--- src/rtl/sys_axi_pkg.sv ---
// Shared AXI AW definitions: payload struct, burst encodings, 4 KiB shift.
// Width defaults come from `AXI_ID_WIDTH / `AXI_ADDR_WIDTH when the build
// does not provide them.
`ifndef AXI_ID_WIDTH
`define AXI_ID_WIDTH 4
`endif
`ifndef AXI_ADDR_WIDTH
`define AXI_ADDR_WIDTH 32
`endif

package sys_axi_pkg;

  localparam int unsigned AXI_ID_W     = `AXI_ID_WIDTH;
  localparam int unsigned AXI_ADDR_W   = `AXI_ADDR_WIDTH;
  localparam int unsigned AXI_4K_SHIFT = 12;

  typedef enum logic [1:0] {
    AXI_BURST_FIXED = 2'b00,
    AXI_BURST_INCR  = 2'b01,
    AXI_BURST_WRAP  = 2'b10
  } axi_burst_e;

  // One buffered AW beat; field order here fixes the stored word layout.
  typedef struct packed {
    logic [AXI_ID_W-1:0]   id;
    logic [AXI_ADDR_W-1:0] addr;
    logic [7:0]            len;
    logic [2:0]            size;
    logic [1:0]            burst;
    logic                  lock;
    logic [3:0]            cache;
    logic [2:0]            prot;
    logic [3:0]            qos;
    logic [3:0]            region;
  } aw_payload_t;

endpackage

--- src/rtl/sys_axi_aw.sv ---
// AXI write-address channel bundle with master/slave views.
interface sys_axi_aw #(
  parameter int unsigned ID_W   = `AXI_ID_WIDTH,
  parameter int unsigned ADDR_W = `AXI_ADDR_WIDTH
);
  logic [ID_W-1:0]   awid;
  logic [ADDR_W-1:0] awaddr;
  logic [7:0]        awlen;
  logic [2:0]        awsize;
  logic [1:0]        awburst;
  logic              awlock;
  logic [3:0]        awcache;
  logic [2:0]        awprot;
  logic [3:0]        awqos;
  logic [3:0]        awregion;
  logic              awvalid;
  logic              awready;

  modport master (
    output awid, awaddr, awlen, awsize, awburst, awlock, awcache, awprot,
           awqos, awregion, awvalid,
    input  awready
  );

  modport slave (
    input  awid, awaddr, awlen, awsize, awburst, awlock, awcache, awprot,
           awqos, awregion, awvalid,
    output awready
  );
endinterface

--- src/rtl/sys_axi_aw_4kchk.sv ---
// Combinational 4 KiB boundary detector for INCR bursts.
// Only instantiated when SYS_AXI_AW_FIFO_4K_CHECK_EN is defined.
module sys_axi_aw_4kchk
  import sys_axi_pkg::*;
#(
  parameter int unsigned ADDR_W = AXI_ADDR_W
) (
  input  logic [ADDR_W-1:0] addr_i,
  input  logic [7:0]        len_i,
  input  logic [2:0]        size_i,
  input  logic [1:0]        burst_i,
  output logic              cross_o
);

  logic [ADDR_W-1:0] bytes_d;
  logic [ADDR_W-1:0] last_d;

  // Last byte address of the burst, compared page-wise against the start.
  always_comb begin
    bytes_d = (ADDR_W'(len_i) + 1'b1) << size_i;
    last_d  = addr_i + bytes_d - 1'b1;
    cross_o = (burst_i == AXI_BURST_INCR) &&
              (last_d[ADDR_W-1:AXI_4K_SHIFT] != addr_i[ADDR_W-1:AXI_4K_SHIFT]);
  end

endmodule

--- src/rtl/sys_axi_aw_fifo.sv ---
// AXI AW channel FIFO: DEPTH beats, one-cycle latency, no empty bypass.
// Optional sticky 4 KiB crossing flag via SYS_AXI_AW_FIFO_4K_CHECK_EN.
module sys_axi_aw_fifo
  import sys_axi_pkg::*;
#(
  parameter int unsigned DEPTH  = 4,
  parameter int unsigned ID_W   = `AXI_ID_WIDTH,
  parameter int unsigned ADDR_W = `AXI_ADDR_WIDTH
) (
  input  logic                       clk_i,
  input  logic                       rst_ni,
  sys_axi_aw.slave                   s_aw,
  sys_axi_aw.master                  m_aw,
  output logic [$clog2(DEPTH+1)-1:0] count_o,
  output logic                       err_4k_o,
  output logic [ID_W-1:0]            err_id_o
);

  localparam int unsigned PW = $clog2(DEPTH);
  localparam int unsigned CW = $clog2(DEPTH+1);

  aw_payload_t       mem_q [DEPTH];
  aw_payload_t       wr_payload;
  aw_payload_t       head;
  logic [PW-1:0]     wr_ptr_q, wr_ptr_d;
  logic [PW-1:0]     rd_ptr_q, rd_ptr_d;
  logic [CW-1:0]     count_q, count_d;
  logic              push, pop;

  // Ready depends only on the registered count (held low during reset).
  assign s_aw.awready = rst_ni && (count_q < CW'(DEPTH));
  assign m_aw.awvalid = (count_q != '0);
  assign push         = s_aw.awvalid && s_aw.awready;
  assign pop          = m_aw.awvalid && m_aw.awready;
  assign count_o      = count_q;

  // Pack the incoming channel into the stored word.
  always_comb begin
    wr_payload        = '0;
    wr_payload.id     = s_aw.awid;
    wr_payload.addr   = s_aw.awaddr;
    wr_payload.len    = s_aw.awlen;
    wr_payload.size   = s_aw.awsize;
    wr_payload.burst  = s_aw.awburst;
    wr_payload.lock   = s_aw.awlock;
    wr_payload.cache  = s_aw.awcache;
    wr_payload.prot   = s_aw.awprot;
    wr_payload.qos    = s_aw.awqos;
    wr_payload.region = s_aw.awregion;
  end

  // Head entry drives the downstream channel straight from storage.
  assign head           = mem_q[rd_ptr_q];
  assign m_aw.awid      = head.id;
  assign m_aw.awaddr    = head.addr;
  assign m_aw.awlen     = head.len;
  assign m_aw.awsize    = head.size;
  assign m_aw.awburst   = head.burst;
  assign m_aw.awlock    = head.lock;
  assign m_aw.awcache   = head.cache;
  assign m_aw.awprot    = head.prot;
  assign m_aw.awqos     = head.qos;
  assign m_aw.awregion  = head.region;

  // Next pointers and occupancy; pointers wrap naturally at a power of two.
  always_comb begin
    wr_ptr_d = wr_ptr_q;
    rd_ptr_d = rd_ptr_q;
    count_d  = count_q;
    if (push) wr_ptr_d = wr_ptr_q + 1'b1;
    if (pop)  rd_ptr_d = rd_ptr_q + 1'b1;
    case ({push, pop})
      2'b10:   count_d = count_q + 1'b1;
      2'b01:   count_d = count_q - 1'b1;
      default: count_d = count_q;
    endcase
  end

  // Control state register; reset discards all buffered entries.
  always_ff @(posedge clk_i) begin
    if (!rst_ni) begin
      wr_ptr_q <= '0;
      rd_ptr_q <= '0;
      count_q  <= '0;
    end else begin
      wr_ptr_q <= wr_ptr_d;
      rd_ptr_q <= rd_ptr_d;
      count_q  <= count_d;
    end
  end

  // Storage array, intentionally not reset.
  always_ff @(posedge clk_i) begin
    if (push) mem_q[wr_ptr_q] <= wr_payload;
  end

`ifdef SYS_AXI_AW_FIFO_4K_CHECK_EN
  logic            cross;
  logic            err_4k_q;
  logic [ID_W-1:0] err_id_q;

  sys_axi_aw_4kchk #(
    .ADDR_W (ADDR_W)
  ) u_4kchk (
    .addr_i  (s_aw.awaddr),
    .len_i   (s_aw.awlen),
    .size_i  (s_aw.awsize),
    .burst_i (s_aw.awburst),
    .cross_o (cross)
  );

  // Sticky error: first crossing burst wins, cleared only by reset.
  always_ff @(posedge clk_i) begin
    if (!rst_ni) begin
      err_4k_q <= 1'b0;
      err_id_q <= '0;
    end else if (push && cross && !err_4k_q) begin
      err_4k_q <= 1'b1;
      err_id_q <= s_aw.awid;
    end
  end

  assign err_4k_o = err_4k_q;
  assign err_id_o = err_id_q;
`else
  assign err_4k_o = 1'b0;
  assign err_id_o = '0;
`endif

endmodule
--- src/flat_wrapper.sv ---
// flat-port wrapper written by rule: the top's interface ports become plain ports
module sys_axi_aw_fifo_flat import sys_axi_pkg::*;
#(
  parameter int unsigned DEPTH  = 4,
  parameter int unsigned ID_W   = `AXI_ID_WIDTH,
  parameter int unsigned ADDR_W = `AXI_ADDR_WIDTH
)
  (clk_i, rst_ni, count_o, err_4k_o, err_id_o, s_aw_awid, s_aw_awaddr, s_aw_awlen, s_aw_awsize, s_aw_awburst, s_aw_awlock, s_aw_awcache, s_aw_awprot, s_aw_awqos, s_aw_awregion, s_aw_awvalid, s_aw_awready, m_aw_awid, m_aw_awaddr, m_aw_awlen, m_aw_awsize, m_aw_awburst, m_aw_awlock, m_aw_awcache, m_aw_awprot, m_aw_awqos, m_aw_awregion, m_aw_awvalid, m_aw_awready);
  sys_axi_aw #(.ID_W(ID_W), .ADDR_W(ADDR_W)) s_aw_i ();
  sys_axi_aw #(.ID_W(ID_W), .ADDR_W(ADDR_W)) m_aw_i ();
  input  logic clk_i;
  input  logic rst_ni;
  output logic [$clog2(DEPTH+1)-1:0] count_o;
  output logic err_4k_o;
  output logic [ID_W-1:0] err_id_o;
  input wire logic [$bits(s_aw_i.awid)-1:0] s_aw_awid;
  input wire logic [$bits(s_aw_i.awaddr)-1:0] s_aw_awaddr;
  input wire logic [$bits(s_aw_i.awlen)-1:0] s_aw_awlen;
  input wire logic [$bits(s_aw_i.awsize)-1:0] s_aw_awsize;
  input wire logic [$bits(s_aw_i.awburst)-1:0] s_aw_awburst;
  input wire logic [$bits(s_aw_i.awlock)-1:0] s_aw_awlock;
  input wire logic [$bits(s_aw_i.awcache)-1:0] s_aw_awcache;
  input wire logic [$bits(s_aw_i.awprot)-1:0] s_aw_awprot;
  input wire logic [$bits(s_aw_i.awqos)-1:0] s_aw_awqos;
  input wire logic [$bits(s_aw_i.awregion)-1:0] s_aw_awregion;
  input wire logic [$bits(s_aw_i.awvalid)-1:0] s_aw_awvalid;
  output wire logic [$bits(s_aw_i.awready)-1:0] s_aw_awready;
  output wire logic [$bits(m_aw_i.awid)-1:0] m_aw_awid;
  output wire logic [$bits(m_aw_i.awaddr)-1:0] m_aw_awaddr;
  output wire logic [$bits(m_aw_i.awlen)-1:0] m_aw_awlen;
  output wire logic [$bits(m_aw_i.awsize)-1:0] m_aw_awsize;
  output wire logic [$bits(m_aw_i.awburst)-1:0] m_aw_awburst;
  output wire logic [$bits(m_aw_i.awlock)-1:0] m_aw_awlock;
  output wire logic [$bits(m_aw_i.awcache)-1:0] m_aw_awcache;
  output wire logic [$bits(m_aw_i.awprot)-1:0] m_aw_awprot;
  output wire logic [$bits(m_aw_i.awqos)-1:0] m_aw_awqos;
  output wire logic [$bits(m_aw_i.awregion)-1:0] m_aw_awregion;
  output wire logic [$bits(m_aw_i.awvalid)-1:0] m_aw_awvalid;
  input wire logic [$bits(m_aw_i.awready)-1:0] m_aw_awready;
  assign s_aw_i.awid = s_aw_awid;
  assign s_aw_i.awaddr = s_aw_awaddr;
  assign s_aw_i.awlen = s_aw_awlen;
  assign s_aw_i.awsize = s_aw_awsize;
  assign s_aw_i.awburst = s_aw_awburst;
  assign s_aw_i.awlock = s_aw_awlock;
  assign s_aw_i.awcache = s_aw_awcache;
  assign s_aw_i.awprot = s_aw_awprot;
  assign s_aw_i.awqos = s_aw_awqos;
  assign s_aw_i.awregion = s_aw_awregion;
  assign s_aw_i.awvalid = s_aw_awvalid;
  assign s_aw_awready = s_aw_i.awready;
  assign m_aw_awid = m_aw_i.awid;
  assign m_aw_awaddr = m_aw_i.awaddr;
  assign m_aw_awlen = m_aw_i.awlen;
  assign m_aw_awsize = m_aw_i.awsize;
  assign m_aw_awburst = m_aw_i.awburst;
  assign m_aw_awlock = m_aw_i.awlock;
  assign m_aw_awcache = m_aw_i.awcache;
  assign m_aw_awprot = m_aw_i.awprot;
  assign m_aw_awqos = m_aw_i.awqos;
  assign m_aw_awregion = m_aw_i.awregion;
  assign m_aw_awvalid = m_aw_i.awvalid;
  assign m_aw_i.awready = m_aw_awready;
  sys_axi_aw_fifo #(.DEPTH(DEPTH), .ID_W(ID_W), .ADDR_W(ADDR_W)) u_core (.clk_i(clk_i), .rst_ni(rst_ni), .s_aw(s_aw_i), .m_aw(m_aw_i), .count_o(count_o), .err_4k_o(err_4k_o), .err_id_o(err_id_o));
endmodule
--- config.mk ---
export PLATFORM = sky130hd
export DESIGN_NAME = sys_axi_aw_fifo_flat
export DESIGN_NICKNAME = d
export VERILOG_FILES = /design/src/rtl/sys_axi_pkg.sv /design/src/rtl/sys_axi_aw.sv /design/src/rtl/sys_axi_aw_4kchk.sv /design/src/rtl/sys_axi_aw_fifo.sv /design/src/flat_wrapper.sv
export SDC_FILE = /design/constraint.sdc
export NUM_CORES = 1
export LEC_CHECK = 0
export CORE_ASPECT_RATIO = 1.25
export CORE_MARGIN = 2
export CORE_UTILIZATION = 49
export DETAILED_ROUTE_END_ITERATION = 12
export PLACE_DENSITY_LB_ADDON = 0.2
export SLEW_MARGIN = 20
export SYNTH_ARGS = -nofsm -noshare
export SYNTH_HDL_FRONTEND = slang
export SYNTH_SLANG_ARGS = --single-unit
--- constraint.sdc ---
create_clock -name clk_i -period 2.5 [get_ports clk_i]
set_input_delay 0.25 -clock clk_i [delete_from_list [all_inputs] [get_ports clk_i]]
set_output_delay 0.25 -clock clk_i [all_outputs]
set_load 0.005 [all_outputs]
# --- Word-level counts from Yosys, hierarchy flattened ---
# Memory sizes are Yosys's and may differ from the RTL's. A register that Yosys moved wholly into a read port is not among the register bits.
# Index checks and enable logic that the tools add are counted.
word_totals:
  mem_bits_rw: 260
  regBits: 7
  mem_bits_ro: 0
  wordCells: 21
  latch_bits: 0
  memories: 1
memory_table:
  columns: ["name", "words", "width", "read_ports", "rd_clocked_by_memory_dff", "wr", "line", "text"]
  rows:
  - ["u_core.mem_q", 4, 65, 1, 1, 1, "sys_axi_aw_fifo.sv:22", "aw_payload_t mem_q [DEPTH];"]
classes:
  eq_ne: 2
  addsub: 4
  reduce_logical: 5
  magnitude_cmp: 1
  shifts: 0
  multipliers: 0
  bitwise: 0
  n_mux: 5
  n_div: 0
ops:
  columns: ["operator", "n"]
  rows:
  - ["$pmux 3 s2", 1]
  - ["$add 2x1->2 const B", 2]
  - ["$mux 2", 2]
  - ["$add 3x1->3 const B", 1]
  - ["$logic_and 1x1->1", 3]
  - ["$lt 3x3->1 const B", 1]
  - ["$reduce_bool 3->1", 1]
  - ["$sub 3x1->3 const B", 1]
  - ["$eq 2x1->1 const B", 1]
  - ["$eq 2x2->1 const B", 1]
  - ["$mux 1", 2]
  - ["$reduce_bool 2->1", 1]

# --- Longest topological paths before layout ---
# Gate-level depths: netlist (run 1).
logic_depth:
  word_depth: 5
  ltp_mapped: 9
  ltp_nobuf: 8

# --- Worst setup path before layout (run 1) ---
# Ideal clock, no wire load.
synth_timing:
  path_type: "register to register"
  startpoint: "reg u_core.count_q[2] (netlist: u_core.count_o[2])"
  endpoint: "mem u_core.mem_q[0][0] (netlist name), enable pin"
  arrival_ps: 2252
  stages_incl_launch_ff: 4
  t_required_ps: 2070
  setup_time_ps: 430
  path_slack_ps: -182
  path_buffers: 1
  cell_sequence: "dfxtp_1 -> and3b_1 -> buf_2 -> and2_1"
synth_between:
  elab_chain_cells: 5
synth_lines:
  columns: ["item", "line", "text"]
  rows:
  - ["from (decl)", "sys_axi_aw_fifo.sv:27", "logic [CW-1:0] count_q, count_d;"]
  - ["from (signal assigned)", "sys_axi_aw_fifo.sv:88", "count_q <= count_d;"]
  - ["$lt 3x3->1", "sys_axi_aw_fifo.sv:31", "assign s_aw.awready = rst_ni && (count_q < CW'(DEPTH));"]
  - ["$logic_and 1x1->1", "sys_axi_aw_fifo.sv:31", null]
  - ["$logic_and 1x1->1", "sys_axi_aw_fifo.sv:33", "assign push = s_aw.awvalid && s_aw.awready;"]
  - ["$mux 1", "sys_axi_aw_fifo.sv:94", "if (push) mem_q[wr_ptr_q] <= wr_payload;"]
  - ["$mux 1 (not written as such)", "sys_axi_aw_fifo.sv:94", null]
  - ["to (decl)", "sys_axi_aw_fifo.sv:22", null]
# No other way between the ends.

==> run_results.csv, run 1 <==
group,metric,value,unit
synth,syn_inst,395,
hold_path,min_from,"s_aw_awaddr[16]",
cts,postCtsHoldBufs,0,
cts,insertion_delay,510,ps
timing,slew_viol_final,0,
final_layout,final_util,62.7,%
floorplanning,dieArea,0.0214,mm2
worst_setup_path,reg2reg_to,"u_core.count_o[2]",
final_layout,antennaDiodeCount,0,
final_layout,synthToLayoutAreaGrowth,26.3,%
timing,grt_setup_unrepaired,"true",
cts,clk_pin_slew_worst_paths,60,ps
floorplanning,die_h,163,um
worst_setup_path,reg2reg_from,"u_core.count_o[2]",
synth,synth_most_common_cell,"edfxtp_1",
synth,synth_area,0.00994,mm2
timing,max_freq,408,MHz
global_routing,grt_overflow,0,
cts,cts_tree,"done",
synth,syn-mean-instance-area,25.2,um2
global_routing,grt_max_degree,35,
worst_setup_path,startpoint_type,"flip-flop",
worst_setup_path,arrival,2200,ps
hold_path,hold_class,"in -> reg",
run_status,outcome,"finished clean",
worst_setup_path,cp_cell_sequence,"buf_12, mux4_2, clkdlybuf4s50_1",
power,power,11.6,mW
timing,finalHoldViolCount,0,
timing,skew,10.1,ps
global_routing,grt_pass1_vias,4878,
timing,setup_viol_count_final,0,
worst_setup_path,worstPathRequired,2250,ps
worst_setup_path,crit_path_max_fanout,22,
routing,drt_iter0_drc,172,
floorplanning,io_pins,144,
cts,ctsHtreeMaxLevel,1,
synth,synth_compound_area_share,0.403,%
timing,setup-tns-final,0,ps
final_layout,post_route_cells_drive_above_1_share,21.8,%
timing,fin_crit,2450,ps
routing,dr.pass1.iters,4,
routing,vias,4476,
routing,wirelength,17400,um
synth,synthTopCellsByCount,"260 x edfxtp_1, 65 x mux4_2, 9 x dfxtp_1",
worst_setup_path,slowest_delay,570,ps
cts,cts_root_buf,"clkbuf_16",
synth,synth_edf_count,260,
global_routing,grt_pass1_wl,27200,um
cts,cts_buffers,25,
worst_setup_path,reg2reg_depth,8,
floorplanning,die_w,131,um
routing,via_per_inst,5.28,
final_layout,fillCellCount,1408,
power,p_leak,3.97,nW
flow_run,max-cap-violations,0,
worst_setup_path,crit_type,"reg -> out",
place,io_buffers,138,
synth,synth_top_cell_by_area,"edfxtp_1",
synth,synth_cell_type_count,23,
worst_setup_path,crit_family,"buffers and inverters",
synth,muxShareOfSynthArea,14.7,%
routing,drc,0,
synth,seq_area_frac_synth,80.4,%
synth,async_reset_ff_share,0,%
final_layout,layout.nets,635,
worst_setup_path,critPathSlowestCell,"mux4_2",
place,dpl.hpwl,10500,um
routing,drtAntennaViolNets,0,
worst_setup_path,cp-end-kind,"output pin",
synth,synth_xor_xnor_area_share,0.441,%
floorplanning,initial_core_util,49.6,%
timing,period_share,98.1,%
synth,synth_top_family_by_area,"multiplexers",
worst_setup_path,crit_buf_inv,2,
synth,yosysTopAreaCellShare,78.5,%
hold_path,hold_path_end,"u_core.mem_q[2][45]",
synth,synth-simple-area-share,1.02,%
floorplanning,coreArea,0.0200,mm2
place,place_ws,148,ps
timing,setup_ws,48.1,ps
hold_path,whs_path_depth,1,
synth,ys_top_cells_by_area,"edfxtp_1 79%, mux4_2 15%, dfxtp_1 1.8%, buf_12 1.0%, ha_1 0.63%",
power,vdd_ir_drop_max,0.000546,V
cts,clockBufferDepth,3,
place,place.gp.congestion,0.725,
worst_setup_path,r2r_slack,370,ps
floorplanning,placementRows,58,
power,p_per_area,922,mW/mm2
global_routing,grt_use_total,16.5,%
synth,ys_seq_elements,269,
synth,synth_warnings,0,
timing,timing.hold.ws,365,ps
synth,synth_fa_ha_area_share,0.831,%
global_routing,antenna_found_initial,1,
routing,avgRoutedWirePerCell,20.5,um
synth,synth_ff_type,"edfxtp_1",
cts,cts.sinks,269,
-- worst max-delay path by stage --
stage                       from           endpoint  slack (ps)  depth (start not counted)
2_1_floorplan  u_core.count_o[2]  u_core.count_o[2]         500                          9
3_3_place_gp        m_aw_awready  u_core.count_o[2]         330                          8
3_5_place_dp        m_aw_awready  u_core.count_o[2]         150                          8
4_1_cts                flip-flop      m_aw_awlen[7]         0.2                          3
5_1_grt                flip-flop      m_aw_awlen[4]         -50                          3
6_report               flip-flop    m_aw_awaddr[15]          50                          3
-- report_power, final --
| part | internal, mW | switching (mW) |
|---|---|---|
| Combinational | 1.65 | 0.972 |
| Sequential | 5.20 | 0.106 |
| Clock | 2.15 | 1.51 |
| Total | 8.99 | 2.59 |
-- state kept, by name (all words and copies together), names as in the netlist, named ones only --
name             flops
u_core.count_o       3
u_core.mem_q       260
u_core.wr_ptr_q      2
u_core.rd_ptr_q      2
-- cell type report --
cell class                 count  area, um2  area share [%]
clock inverter                14        115           0.917
multi-input combinational    104       1760            14.0
tap                          270        338            2.69
clock buffer                  31        688            5.48
sequential                   269       8000            63.7
timing repair buffer         154       1640            13.0
inverter                       6       22.5           0.179
-- layout by cell type (no fill, tap or decap), drive strengths merged --
cell type and count:
a21boi 1, and2 8, and3b 1, buf 16
bufinv 2, clkbuf 31, clkdlybuf4s50 137, clkinv 12
conb 5, dfxtp 9, dlygate4sd2 1, edfxtp 260
fa 1, ha 5, inv 6, mux4 65
nand2 3, nor2b 3, o21ai 3, o311ai 1
o31a 1, or3 2, xnor2 4, xor2 1
-- what timing repair did --
item                                    4_1_cts  5_1_grt
pin swaps                                     0        0
resized for setup                             1        0
setup buffers                                 1        0
endpoints found under the setup margin       55       45
-- per-layer routing --
metal	GRT usage [%]	routed length [um]
met1	20.2	6890
met2	30.3	9390
met3	3.41	878
met4	4.25	253
met5	0	11
-- cells by family (layout without fill, tap and decap cells) --
group	after synthesis	after routing
flip-flops	269	269
adder cells (fa/ha/maj)	6	6
AND/OR/NAND/NOR	17	17
buffers and inverters	26	205
other	1	5
XOR/XNOR	5	5
AO/OA/AOI/OAI	6	6
multiplexers	65	65
-- worst reg2reg max path, cell delays in order (launching register included) --
cell and delay, ps:
dfxtp_1 460, and3b_1 240, inv_1 70, ha_1 190, inv_1 80, fa_1 380
xor2_1 160, or3_1 300, a21boi_0 180
-- per-stage QoR --
step	std cells	cell area, um2
after detailed placement	802	11700
after global placement	802	11700
after CTS	848	12600
after floorplan	399	9960
after global routing	848	12600
final	848	12600
Power figures use the tool's default switching activity.
==> inputs of run 2 (changes only) <==
Settings changed: CTS_CLUSTER_SIZE set to 14.
==> run 2 against run 1 <==
  * Via count grew 1.2%
  * Maximum frequency up 0.44%
  * Register-to-register slack is essentially flat
  * Sequential share of layout area decreased by 0.35 points
  * Setup slack improved by 11 ps
  * Clock power is 6.8% lower
  * Critical path type unchanged
==> run_results.csv, run 2 (same netlist as run 1, synthesis figures left out) <==
group,metric,value,unit
timing,fin_crit,2440,ps
timing,grt_setup_unrepaired,"true",
cts,cts_tree,"done",
worst_setup_path,cp_cell_sequence,"buf_12, mux4_2, clkdlybuf4s50_1",
cts,ctsHtreeMaxLevel,1,
routing,drt_iter0_drc,172,
floorplanning,coreArea,0.0200,mm2
floorplanning,placementRows,58,
floorplanning,io_pins,144,
cts,insertion_delay,510,ps
floorplanning,die_h,163,um
worst_setup_path,crit_path_max_fanout,22,
global_routing,grt_use_total,16.6,%
hold_path,hold_class,"in -> reg",
cts,cts_root_buf,"clkbuf_16",
final_layout,synthToLayoutAreaGrowth,27.0,%
worst_setup_path,slowest_delay,570,ps
floorplanning,dieArea,0.0214,mm2
final_layout,layout.area.seq,0.00800,mm2
routing,vias,4529,
routing,drc,0,
final_layout,fin_area,0.0126,mm2
global_routing,antenna_found_initial,1,
final_layout,final_common_cell,"edfxtp_1",
final_layout,fillCellCount,1399,
final_layout,layout.nets,640,
cts,cts_buffers,25,
power,p_seq_share,46.3,%
timing,slew_viol_final,0,
worst_setup_path,cp-end-kind,"output pin",
routing,via_per_inst,5.31,
routing,drtAntennaViolNets,0,
routing,avgRoutedWirePerCell,20.7,um
timing,finalHoldViolCount,0,
final_layout,post_route_cells_drive_above_1_share,21.6,%
place,io_buffers,138,
worst_setup_path,worstPathRequired,2250,ps
power,p_comb_share,23.9,%
worst_setup_path,crit_type,"reg -> out",
cts,clockBufferDepth,3,
power,vdd_ir_drop_max,0.000546,V
cts,clk_pin_slew_worst_paths,60,ps
timing,period_share,97.6,%
final_layout,antennaDiodeCount,0,
worst_setup_path,arrival,2190,ps
floorplanning,initial_core_util,49.6,%
final_layout,final_cell_mix,"260 x edfxtp_1, 117 x clkdlybuf4s50_1, 65 x mux4_2, 26 x clkbuf_16, 19 x dlymetal6s2s_1",
final_layout,multi_input_area,0.00176,mm2
timing,max_freq,410,MHz
global_routing,grt_max_degree,35,
cts,cts.sinks,269,
global_routing,grt_pass1_wl,27300,um
power,p_switching,2.60,mW
power,pwr-share-clk,29.8,%
global_routing,grt_overflow,0,
place,dpl.hpwl,10500,um
routing,dr.pass1.iters,4,
global_routing,grt_pass1_vias,4894,
place,place.gp.congestion,0.725,
routing,wirelength,17700,um
final_layout,largest_register_ffs,260,
place,placed_area,0.0117,mm2
run_status,outcome,"finished clean",
floorplanning,die_w,131,um
final_layout,largest-register,"u_core.mem_q",
power,sw_frac_of_total,22.7,%
timing,setup_viol_count_final,0,
worst_setup_path,startpoint_type,"flip-flop",
power,p_per_area,907,mW/mm2
flow_run,max-cap-violations,0,
timing,skew,8.31,ps
timing,setup-tns-final,0,ps
power,p_leak,4.15,nW
worst_setup_path,critPathSlowestCell,"mux4_2",
power,intPower,8.85,mW
==> run 2: area by class of cell <==
| type | instances | share of cell area, % |
|---|---|---|
| clock buffers | 34 | 5.46 |
| clock inverters | 11 | 0.386 |
| inverters | 6 | 0.178 |
| multi-input cells | 104 | 13.9 |
| flip-flops and latches | 269 | 63.3 |
| well taps | 270 | 2.68 |
| repair buffers | 159 | 14.0 |
==> run 2: timing repair <==
action,CTS,global route
hold buffers,0,0
buffers inserted,1,4
pin swaps,0,0
endpoints found under the setup margin,55,49
resized for setup,2,20
cloned,0,1
==> run 2: per-layer routing <==
layer,up-vias,part of all wire (%),global-route usage (%)
met4,2,1.7,4.55
li1,1995,-,-
met3,27,4.9,3.38
met2,120,53,30.2
met1,2385,40,20.3
met5,-,0.062,0
==> run 2: path summary, 6_finish.rpt <==
check,start,endpoint,slack (ps),cells after the start
min,s_aw_awaddr[16],u_core.mem_q[2][45],360,1
max reg2reg,u_core.count_o[2],u_core.count_o[2],380,8
min reg2reg,u_core.wr_ptr_q[1],u_core.wr_ptr_q[1],520,2
max,flip-flop,m_aw_awaddr[15],60,3
==> run 2: power groups by stage <==
stage               clock network [mW]  registers, mW  logic, mW
floorplan                            0           5.35       1.50
global placement                     0           5.42       2.60
detailed placement                   0           5.44       2.63
CTS                               3.52           5.31       2.69
global route                      3.69           5.32       2.95
finish                            3.41           5.30       2.74
==> run 2: per-stage QoR <==
stage | util [%] | power [mW] | std cells | setup WS, ps | hold WS, ps
final | 63.0 | 11.5 | 853 | 58.8 | 363
after global routing | 63.0 | 12.0 | 853 | -28.9 | 354
after CTS | 62.4 | 11.5 | 848 | 0.297 | 349
after detailed placement | 58.7 | 8.07 | 802 | 148 | 514
after global placement | 58.7 | 8.03 | 802 | 330 | 484
after floorplan | - | 6.85 | 399 | 498 | 349
==> run 2: worst max-delay path: cells and delay by family, from the launching register on <==
kind / cells / cell delay (ps)
buf+inv: 2 / 700
flops: 1 / 400
mux: 1 / 570
